## config.mk

```make
export PLATFORM = sky130hd
export DESIGN_NAME = qft_shot_sampler_flat
export DESIGN_NICKNAME = d
export VERILOG_FILES = /design/src/rtl/qft_shot_sampler_if.sv /design/src/rtl/qft_shot_sampler.sv /design/src/flat_wrapper.sv
export SDC_FILE = /design/constraint.sdc
export NUM_CORES = 1
export LEC_CHECK = 0
export BUFFER_PORTS_ARGS = -buffer_cell sky130_fd_sc_hd__buf_2
export CORE_ASPECT_RATIO = 1.5
export CORE_MARGIN = 3
export CORE_UTILIZATION = 67
export DETAILED_ROUTE_END_ITERATION = 7
export GPL_ROUTABILITY_DRIVEN = 1
export PLACE_DENSITY = 0.92
export SLEW_MARGIN = 0
export SYNTH_ARGS = -nofsm -noshare
export SYNTH_HDL_FRONTEND = slang
export SYNTH_SLANG_ARGS = --single-unit
```

## constraint.sdc

```tcl
create_clock -name clk -period 21 [get_ports clk]
set_clock_uncertainty 0.15 [all_clocks]
set_input_delay 3.15 -clock clk [delete_from_list [all_inputs] [get_ports clk]]
set_output_delay 3.15 -clock clk [all_outputs]
set_load 0.02 [all_outputs]
```

## src/rtl/qft_shot_sampler_if.sv

```systemverilog
// Job, shot-stream and histogram handshake bundle for the shot sampler.
interface qft_shot_sampler_if #(
  parameter int unsigned TOTAL_BITS = 8,
  parameter int unsigned SHOT_BITS  = 8
);
  logic                      in_valid;
  logic                      in_ready;
  logic [4*TOTAL_BITS-1:0]   mag_sq_in;
  logic [SHOT_BITS-1:0]      num_shots;
  logic                      shot_valid;
  logic [1:0]                shot_idx;
  logic                      out_valid;
  logic                      out_ready;
  logic [4*SHOT_BITS-1:0]    hist_out;
  logic                      zero_err;

  modport master (
    output in_valid, mag_sq_in, num_shots, out_ready,
    input  in_ready, shot_valid, shot_idx, out_valid, hist_out, zero_err
  );

  modport slave (
    input  in_valid, mag_sq_in, num_shots, out_ready,
    output in_ready, shot_valid, shot_idx, out_valid, hist_out, zero_err
  );
endinterface

```

## src/rtl/qft_shot_sampler.sv

```systemverilog
// Emulates projective measurement of a 2-qubit state: LFSR-driven sampling by
// cumulative weight, streaming each shot and returning a per-state histogram.
module qft_shot_sampler #(
  parameter int unsigned TOTAL_BITS = 8,
  parameter int unsigned SHOT_BITS  = 8,
  parameter logic [15:0] LFSR_SEED  = 16'hACE1
) (
  input logic               clk,
  input logic               rst_n,
  qft_shot_sampler_if.slave bus
);
  localparam int unsigned WW = TOTAL_BITS - 1;  // clamped weight width
  localparam int unsigned SW = TOTAL_BITS + 1;  // cumulative sum width
  localparam int unsigned PW = 16 + SW;         // lfsr * total product width

  typedef enum logic [1:0] {StIdle, StLoad, StDraw, StDone} state_e;

  state_e                  state_q, state_d;
  logic [4*TOTAL_BITS-1:0] mag_q, mag_d;
  logic [SHOT_BITS-1:0]    nshots_q, nshots_d;
  logic [SHOT_BITS-1:0]    cnt_q, cnt_d;
  logic [SHOT_BITS-1:0]    bin_q [4];
  logic [SHOT_BITS-1:0]    bin_d [4];
  logic [15:0]             lfsr_q, lfsr_d;
  logic                    shot_valid_q, shot_valid_d;
  logic [1:0]              shot_idx_q, shot_idx_d;
  logic                    zero_err_q, zero_err_d;
  logic [SW-1:0]           c0_q, c1_q, c2_q, total_q;
  logic [SW-1:0]           c0_d, c1_d, c2_d, total_d;

  logic [WW-1:0]           w [4];
  logic [SW-1:0]           s0, s1, s2, s3;
  logic [SW-1:0]           r;
  logic [1:0]              idx;

  // Negative weights contribute nothing; index 0 (|00>) lives in the MSBs.
  always_comb begin
    for (int i = 0; i < 4; i++) begin
      w[i] = mag_q[(3-i)*TOTAL_BITS + TOTAL_BITS - 1] ? '0 : mag_q[(3-i)*TOTAL_BITS +: WW];
    end
    s0 = SW'(w[0]);
    s1 = s0 + SW'(w[1]);
    s2 = s1 + SW'(w[2]);
    s3 = s2 + SW'(w[3]);
  end

  // r lands in [0, total); strict compares never pick a zero-weight state.
  always_comb begin
    r = SW'((PW'(lfsr_q) * PW'(total_q)) >> 16);
    if (r < c0_q)      idx = 2'd0;
    else if (r < c1_q) idx = 2'd1;
    else if (r < c2_q) idx = 2'd2;
    else               idx = 2'd3;
  end

  always_comb begin
    state_d      = state_q;
    mag_d        = mag_q;
    nshots_d     = nshots_q;
    cnt_d        = cnt_q;
    bin_d        = bin_q;
    lfsr_d       = lfsr_q;
    shot_valid_d = 1'b0;
    shot_idx_d   = shot_idx_q;
    zero_err_d   = zero_err_q;
    c0_d         = c0_q;
    c1_d         = c1_q;
    c2_d         = c2_q;
    total_d      = total_q;
    case (state_q)
      StIdle: begin
        if (bus.in_valid) begin
          mag_d      = bus.mag_sq_in;
          nshots_d   = bus.num_shots;
          cnt_d      = '0;
          zero_err_d = 1'b0;
          for (int i = 0; i < 4; i++) bin_d[i] = '0;
          state_d    = StLoad;
        end
      end
      StLoad: begin
        c0_d    = s0;
        c1_d    = s1;
        c2_d    = s2;
        total_d = s3;
        if (s3 == '0) begin
          zero_err_d = 1'b1;
          state_d    = StDone;
        end else if (nshots_q == '0) begin
          state_d = StDone;
        end else begin
          state_d = StDraw;
        end
      end
      StDraw: begin
        bin_d[idx]   = bin_q[idx] + 1'b1;
        shot_valid_d = 1'b1;
        shot_idx_d   = idx;
        cnt_d        = cnt_q + 1'b1;
        lfsr_d       = (lfsr_q >> 1) ^ (lfsr_q[0] ? 16'hB400 : 16'h0000);
        if (cnt_d == nshots_q) state_d = StDone;
      end
      StDone: begin
        if (bus.out_ready) state_d = StIdle;
      end
      default: state_d = StIdle;
    endcase
  end

  always_ff @(posedge clk) begin
    if (!rst_n) begin
      state_q      <= StIdle;
      mag_q        <= '0;
      nshots_q     <= '0;
      cnt_q        <= '0;
      for (int i = 0; i < 4; i++) bin_q[i] <= '0;
      lfsr_q       <= LFSR_SEED;
      shot_valid_q <= 1'b0;
      shot_idx_q   <= 2'd0;
      zero_err_q   <= 1'b0;
      c0_q         <= '0;
      c1_q         <= '0;
      c2_q         <= '0;
      total_q      <= '0;
    end else begin
      state_q      <= state_d;
      mag_q        <= mag_d;
      nshots_q     <= nshots_d;
      cnt_q        <= cnt_d;
      for (int i = 0; i < 4; i++) bin_q[i] <= bin_d[i];
      lfsr_q       <= lfsr_d;
      shot_valid_q <= shot_valid_d;
      shot_idx_q   <= shot_idx_d;
      zero_err_q   <= zero_err_d;
      c0_q         <= c0_d;
      c1_q         <= c1_d;
      c2_q         <= c2_d;
      total_q      <= total_d;
    end
  end

  assign bus.in_ready   = (state_q == StIdle);
  assign bus.out_valid  = (state_q == StDone);
  assign bus.shot_valid = shot_valid_q;
  assign bus.shot_idx   = shot_idx_q;
  assign bus.zero_err   = zero_err_q;
  assign bus.hist_out   = {bin_q[0], bin_q[1], bin_q[2], bin_q[3]};
endmodule

```

## src/flat_wrapper.sv

```systemverilog
// flat-port wrapper written by rule: the top's interface ports become plain ports
module qft_shot_sampler_flat 
#(
  parameter int unsigned TOTAL_BITS = 8,
  parameter int unsigned SHOT_BITS  = 8,
  parameter logic [15:0] LFSR_SEED  = 16'hACE1
)
  (clk, rst_n, bus_in_valid, bus_mag_sq_in, bus_num_shots, bus_out_ready, bus_in_ready, bus_shot_valid, bus_shot_idx, bus_out_valid, bus_hist_out, bus_zero_err);
  qft_shot_sampler_if #(.TOTAL_BITS(TOTAL_BITS), .SHOT_BITS(SHOT_BITS)) bus_i ();
  input logic clk;
  input logic rst_n;
  input wire logic [$bits(bus_i.in_valid)-1:0] bus_in_valid;
  input wire logic [$bits(bus_i.mag_sq_in)-1:0] bus_mag_sq_in;
  input wire logic [$bits(bus_i.num_shots)-1:0] bus_num_shots;
  input wire logic [$bits(bus_i.out_ready)-1:0] bus_out_ready;
  output wire logic [$bits(bus_i.in_ready)-1:0] bus_in_ready;
  output wire logic [$bits(bus_i.shot_valid)-1:0] bus_shot_valid;
  output wire logic [$bits(bus_i.shot_idx)-1:0] bus_shot_idx;
  output wire logic [$bits(bus_i.out_valid)-1:0] bus_out_valid;
  output wire logic [$bits(bus_i.hist_out)-1:0] bus_hist_out;
  output wire logic [$bits(bus_i.zero_err)-1:0] bus_zero_err;
  assign bus_i.in_valid = bus_in_valid;
  assign bus_i.mag_sq_in = bus_mag_sq_in;
  assign bus_i.num_shots = bus_num_shots;
  assign bus_i.out_ready = bus_out_ready;
  assign bus_in_ready = bus_i.in_ready;
  assign bus_shot_valid = bus_i.shot_valid;
  assign bus_shot_idx = bus_i.shot_idx;
  assign bus_out_valid = bus_i.out_valid;
  assign bus_hist_out = bus_i.hist_out;
  assign bus_zero_err = bus_i.zero_err;
  qft_shot_sampler #(.TOTAL_BITS(TOTAL_BITS), .SHOT_BITS(SHOT_BITS), .LFSR_SEED(LFSR_SEED)) u_core (.clk(clk), .rst_n(rst_n), .bus(bus_i));
endmodule
```

==> results of run 1 <==
power groups by stage:
stage | logic [mW] | registers [mW] | clock network, mW
floorplan | 1.16 | 0.343 | 0
global placement | 1.36 | 0.377 | 0
detailed placement | 1.41 | 0.379 | 0
CTS | 1.45 | 0.376 | 0.312
global route | 1.64 | 0.386 | 0.324
finish | 1.47 | 0.379 | 0.311
area by class of cell:
cell class / instances / area (sq um)
tap: 206 / 258
clock inverter: 15 / 179
fill: 1057 / 4090
sequential: 135 / 2700
clock buffer: 17 / 425
multi-input combinational: 954 / 7600
inverter: 173 / 649
timing repair buffer: 85 / 435
cells by family (layout without fill, tap and decap cells):
logic type	count (synthesis)	in the layout	share of synthesized area
and+or+nand+nor	459	459	0.194
muxes	53	53	0.0475
AOI/OAI and AO/OA	204	204	0.118
DFF	135	135	0.241
xor gates and xnor gates	49	49	0.0389
adders and majority gates	189	189	0.278
buffers and inverters	239	290	0.0819
Yosys cell counts, types with 2 or more instances:
| library cell | count |
|---|---|
| a21boi_0 | 3 |
| a221oi_1 | 2 |
| o211ai_1 | 4 |
| nand2b_1 | 5 |
| a211oi_1 | 11 |
| fa_1 | 101 |
| nand3_1 | 14 |
| nor3_1 | 7 |
| nand4_1 | 5 |
| and2_1 | 87 |
| nor3b_1 | 3 |
| a41o_1 | 2 |
| mux2_2 | 2 |
| nand2_1 | 188 |
| a22oi_1 | 19 |
| xnor2_1 | 37 |
| a21oi_1 | 79 |
| nand4b_1 | 3 |
| a21o_1 | 14 |
| mux2i_1 | 51 |
| nor2b_1 | 28 |
| dfxtp_1 | 135 |
| a2bb2oi_1 | 2 |
| o22ai_1 | 4 |
| o2bb2ai_1 | 3 |
| or4_1 | 3 |
| o21ai_1 | 3 |
| buf_6 | 2 |
| inv_1 | 172 |
| xor2_1 | 11 |
| and3_1 | 4 |
| buf_2 | 5 |
| o21ai_0 | 23 |
| ha_1 | 88 |
| a211o_1 | 5 |
| or2_2 | 2 |
| clkbuf_1 | 52 |
| o21bai_1 | 10 |
| nor2_1 | 101 |
| buf_1 | 7 |
| o2111ai_1 | 2 |
| a21oi_2 | 4 |
| o21a_1 | 2 |
how the worst max path moves through the flow:
stage | slack, ps | cells past startpoint | end | startpoint
6_report | 11730 | 32 | u_core.bus.hist_out[30] | u_core.total_q[7]
4_1_cts | 11930 | 32 | u_core.bus.hist_out[30] | u_core.total_q[6]
3_5_place_dp | 12150 | 32 | u_core.bus.hist_out[30] | u_core.total_q[7]
3_3_place_gp | 12560 | 32 | u_core.bus.hist_out[30] | u_core.total_q[7]
5_1_grt | 11320 | 32 | u_core.bus.hist_out[30] | u_core.total_q[7]
2_1_floorplan | 13010 | 36 | u_core.bus.hist_out[30] | u_core.total_q[2]
metal layers:
metal / GRT usage / share of wire / vias up
met5: 0 / 0 / -
met1: 0.333 / 0.35 / 4512
met4: 0.204 / 0.063 / 0
met2: 0.590 / 0.54 / 380
met3: 0.0539 / 0.049 / 148
li1: - / - / 4350
flip-flops by register name, summed over array words and instances (netlist names), 2 cells and up:
signal,cells
u_core.bus.hist_out,32
u_core.mag_q,32
u_core.lfsr_q,16
u_core.c2_q,9
u_core.total_q,9
u_core.c1_q,8
u_core.cnt_q,8
u_core.nshots_q,8
u_core.c0_q,7
u_core.bus.shot_idx,2
u_core.state_q,2
worst reg2reg max path, delay by kind of cell, from the launching register on:
kind | cells | cell delay, ps
compound gates | 10 | 2410
mux | 1 | 330
simple gates | 8 | 1760
flops | 1 | 740
xor+xnor | 2 | 570
fa+ha+maj | 7 | 2870
buf+inv | 4 | 310
==> summary.txt, run 1 <==
Yosys
  – Number of synthesized flops with an enable pin: 0
  – Mapped Avg Cell Area: 8.45 sq um
  – Prevailing post-synth register cell: dfxtp_1
  – Share of the synthesized area in the top cell type: 0.241
  – Seq/Total Area, Yosys: 0.241
  – Distinct cells, synth: 66
  – Syn_nets: 1561
  – Synth top area cells: dfxtp_1 (24%), fa_1 (18%), ha_1 (9.8%), nand2_1 (6.3%), inv_1 (5.8%)
  – Post-synthesis cell type with the largest combined area: dfxtp_1
  – Synth Warn #: 0
  – Mapped Cells: 1328
  – Mapped Area: 11200 sq um
  – Asr flop ratio synth: 0
  – Yosys reg bits: 135

STA
  – Max frequency: 0.108 GHz
  – Final Hold Vio Count: 0
  – Post-layout min period: 9270 ps
  – Final hold slack: 305 ps
  – Worst slew pin tran: 1210 ps
  – Slew HR: 0.189
  – Setup TNS Final: 0 ps
  – Fin crit share: 0.441
  – Unrepaired setup endpoints after global routing: no
  – Setup-failing EPs final: 0
  – Final Max Slew Viols: 0
  – Worst Slack Setup Final: 11730 ps

Routing
  – Final Routed Wirelength: 28000 um
  – Antenna viol nets, final: 0
  – Detailed Route Iter0 Violations: 613
  – Vias: 9390
  – DRT Pass-1 Iters: 6
  – Routed vias/inst: 5.92
  – Avg WL per Cell: 17.7 um
  – Post-route DRC: 0

Min path
  – Hold WC Path Type: flip-flop to flip-flop
  – Endpoint with the worst hold slack: u_core.mag_q[16]
  – Hold path depth: 2
  – Worst Min Path Start: u_core.mag_q[16]

Power and ir drop
  – PnR Total Power: 2.16 mW
  – Sw Ratio: 0.527
  – Switching pwr: 1.14 mW
  – Peak VDD IR: 0.000181 V
  – PwrDens: 177 nW/um^2
  – Seq pwr share: 0.175
  – Comb power frac: 0.681
  – Leakage: 5.81 nW
  – Clock share of power: 0.144
  – Internal power: 1.02 mW

Critical path
  – Critical-path maximum fanout: 17
  – R2R depth: 32
  – Buf/Inv on CP: 4
  – Reg2reg end: u_core.bus.hist_out[30]
  – WS Path Type: flip-flop to flip-flop
  – Slack of the worst reg-to-reg path: 11730 ps
  – CP Data Required Time: 21150 ps
  – WP data arrival: 9420 ps
  – Critical path's top delay family: adder cells
  – Worst stage delay on the critical path: 740 ps
  – Reg-to-reg startpoint: u_core.total_q[7]
  – Worst path slowest cell: dfxtp_1
  – Crit start category: flip-flop
  – Worst setup EP type: flip-flop

Die
  – Initial Util: 0.687
  – I/O Pins: 82
  – Width of the die: 112 um
  – Core area: 16300 sq um
  – Row cnt: 57
  – Height of the die: 164 um
  – Die ar.: 18400 sq um

Placed design
  – Post-DP HPWL: 20200 um
  – Place WS: 12150 ps
  – GPL Wtd Cong: 0.910
  – Post-placement cell area: 11600 sq um
  – DP Cell Count: 1553
  – # port buffers: 81

Clock tree
  – CTS H-tree depth: 4
  – Worst-case clock buffer depth: 2
  – Clk Tree Root Cell: clkbuf_16
  – Clk sinks: 135
  – CTS resizes: 0
  – Inserted Clock Buffers: 17
  – Hold-fix buffers, CTS: 0
  – TritonCTS clock tree: done
  – Setup Fix Bufs, Post-CTS: 0
  – Reg clk slew, reported paths: 70 ps
  – Worst skew pair latency: 440 ps

Finish
  – Fin cells: 1585
  – Finished Cell Area: 12200 sq um
  – Syn-to-layout area delta: 9.19%
  – Most common cell after layout, fill and taps aside: nand2_1
  – Most frequent cells in the layout: nand2_1 (188), inv_1 (172), dfxtp_1 (135), nor2_1 (101), fa_1 (101)
  – Diodes inserted: 0
  – Share of layout cells above drive strength 1: 0.0986
  – NumNets Final: 1599
  – Fin util: 0.750

Global route
  – Largest net degree at the start of global routing: 89
  – Total track usage: 0.320
  – GRT overflow: 0
  – Antenna violations before repair: 0
  – Vias in the first global route: 10142
  – First-pass GRT wire length: 47600 um

Flow run
  – Max cap viols: 0

Status
  – Outcome: complete, no violations
(Power assumes the default switching activity.)
==> run 2: changes to the inputs <==
- CORE_UTILIZATION: 67 -> 56
- PLACE_DENSITY: 0.92 -> 0.83
- clock period: 21 -> 8.3 ns (I/O delays scaled with it)
==> run 2 against run 1 <==
  * Critical path depth fell by 3
  * Via count fell by 0.42%
  * Cell count rose by 4.7%
  * Combinational power rose to 2.7 times the previous value
  * Count of clock-buffer cells in the layout did not move
  * Worst hold slack got worse by 5.8 ps
  * Non-clock buffer count rose by 24
  * Core utilization fell by 10 points
  * Critical endpoint is now u_core.bus.hist_out[23]
==> summary.txt, run 2 (synthesis gave the netlist of run 1 again) <==
Critical path
  – Worst setup EP type: flip-flop
  – Buf/Inv on CP: 4 (unchanged)
  – Crit start category: flip-flop
  – Critical path's top delay family: adder cells
  – Critical-path maximum fanout: 7 (-10)
  – Worst setup startpoint: u_core.lfsr_q[10]
  – Worst path slowest cell: fa_1
  – WP data arrival: 8080 ps (-1340 ps)
  – CP Data Required Time: 8470 ps (-12680 ps)
  – Reg-to-reg startpoint: u_core.lfsr_q[10]
  – WS Path Type: flip-flop to flip-flop
  – CP dominant cell by count: fa_1
  – Worst stage delay on the critical path: 590 ps (-150 ps)

Clock tree
  – Worst skew pair latency: 430 ps (about the same)
  – Hold-fix buffers, CTS: 0 (unchanged)
  – Clk sinks: 135 (unchanged)
  – Reg clk slew, reported paths: 70 ps (about the same)
  – TritonCTS clock tree: done
  – Inserted Clock Buffers: 17 (unchanged)
  – Worst-case clock buffer depth: 2 (unchanged)
  – CTS H-tree depth: 4 (unchanged)
  – Clk Tree Root Cell: clkbuf_16

Status
  – Outcome: complete, no violations

Routing
  – Final Routed Wirelength: 27600 um (-1.7%)
  – Detailed Route Iter0 Violations: 496 (-19%)
  – Post-route DRC: 0 (unchanged)
  – Avg WL per Cell: 16.6 um (-6.1%)
  – Routed vias/inst: 5.64 (-4.9%)
  – DRT Pass-1 Iters: 5 (-1)
  – Antenna viol nets, final: 0 (unchanged)
  – Vias: 9351 (-0.42%)

Global route
  – Antenna violations before repair: 0 (unchanged)
  – First-pass GRT wire length: 45600 um (-4.3%)
  – Largest net degree at the start of global routing: 98 (+10%)
  – GRT overflow: 0 (unchanged)
  – Vias in the first global route: 9999 (-1.4%)
  – Met3 Use GR: 0.0376 (-0.0163)
  – Total track usage: 0.261 (-0.0587)
  – Met2 Usage GRT: 0.497 (-0.0929)
  – Met1 usage in global routing: 0.269 (-0.0638)
  – GR peak layer: met2

Power and ir drop
  – Comb power frac: 0.703 (+0.022)
  – Leakage: 5.93 nW (+2.0%)
  – Peak VDD IR: 0.000411 V (+130%)
  – Clock share of power: 0.132 (-0.012)
  – Sw Ratio: 0.516 (-0.0108)
  – Seq pwr share: 0.165 (-0.010)
  – Switching pwr: 2.89 mW (+150%)
  – PwrDens: 447 nW/um^2 (+150%)
  – PnR Total Power: 5.61 mW (+160%)
  – Internal power: 2.72 mW (+170%)

Min path
  – Hold WC Path Type: flip-flop to flip-flop
  – Worst Min Path Start: u_core.mag_q[28]

Finish
  – Finished Cell Area: 12600 sq um (+2.5%)
  – NumNets Final: 1623 (+1.5%)
  – Share of layout cells above drive strength 1: 0.133 (+0.0347)
  – Diodes inserted: 0 (unchanged)
  – Most frequent cells in the layout: nand2_1 (188), inv_1 (172), dfxtp_1 (119), fa_1 (101), nor2_1 (100)
  – Fin util: 0.648 (-0.102)
  – Most common cell after layout, fill and taps aside: nand2_1
  – Syn-to-layout area delta: 12.0%
  – Fin cells: 1659 (+4.7%)

STA
  – Max frequency: 0.126 GHz (+17%)
  – Worst Slack Setup Final: 385 ps (-11350 ps)
  – Final Hold Vio Count: 0 (unchanged)
  – Fin crit share: 0.954 (+0.512)
  – Slew HR: 0.218 (+0.0297)
  – Setup-failing EPs final: 0 (unchanged)
  – Final hold slack: 300 ps (-5.79 ps)
  – Final Max Slew Viols: 0 (unchanged)
  – Worst slew pin tran: 1170 ps (-41.7 ps)
  – Post-layout min period: 7920 ps (-1350 ps)
  – Setup TNS Final: 0 ps (unchanged)

Die
  – Height of the die: 179 um (+9.0%)
  – Initial Util: 0.578 (-0.108)
  – Core area: 19400 sq um (+19%)
  – Die ar.: 21800 sq um (+19%)
  – I/O Pins: 82 (unchanged)
  – Row cnt: 62 (+8.8%)
  – Width of the die: 122 um (+8.9%)

Placed design
  – Post-placement cell area: 11900 sq um (+2.0%)
  – Place WS: -0.615 ps (-12150 ps)
  – DP Cell Count: 1625 (+4.6%)
  – # port buffers: 81 (unchanged)
  – Post-DP HPWL: 20100 um (-0.32%)
  – GPL Wtd Cong: 0.936 (+2.9%)

Flow run
  – Max cap viols: 0 (unchanged)
run 2: power groups by stage:
| stage | Clock (mW) | Combinational (mW) | Sequential (mW) |
|---|---|---|---|
| final | 0.738 | 3.94 | 0.928 |
| after global placement | 0 | 3.63 | 0.920 |
| after CTS | 0.743 | 3.82 | 0.913 |
| after floorplan | 0 | 2.94 | 0.869 |
| after global routing | 0.773 | 4.44 | 0.939 |
| after detailed placement | 0 | 3.76 | 0.924 |
run 2: final cells by class:
type / instances / area (sq um)
clock buffer: 17 / 425
clock inverter: 15 / 141
fill: 1597 / 6840
inverter: 173 / 649
multi-input combinational: 954 / 7660
sequential: 135 / 2740
tap: 256 / 320
timing repair buffer: 109 / 619
run 2: routing by layer:
metal,vias up,share of wire
met4,0,0.057
met3,114,0.040
met1,4503,0.35
met2,334,0.55
li1,4400,-
met5,-,0
run 2: path summary, 6_finish.rpt:
kind / depth (start not counted) / slack, ps / endpoint
max reg2reg: 29 / 380 / u_core.bus.hist_out[23]
max: 29 / 380 / u_core.bus.hist_out[23]
min reg2reg: 2 / 300 / u_core.mag_q[28]
min: 2 / 300 / u_core.mag_q[28]
run 2: timing repair:
action,in CTS,in global routing
setup buffers,0,2
pin swaps,0,3
endpoints found under the setup margin,5,28
resized for setup,6,33
run 2: worst min-delay path: cells and delay by family, from the launching register on:
family | cells | cell delay (ps)
compound gates | 1 | 50
flops | 1 | 310
simple gates | 1 | 50
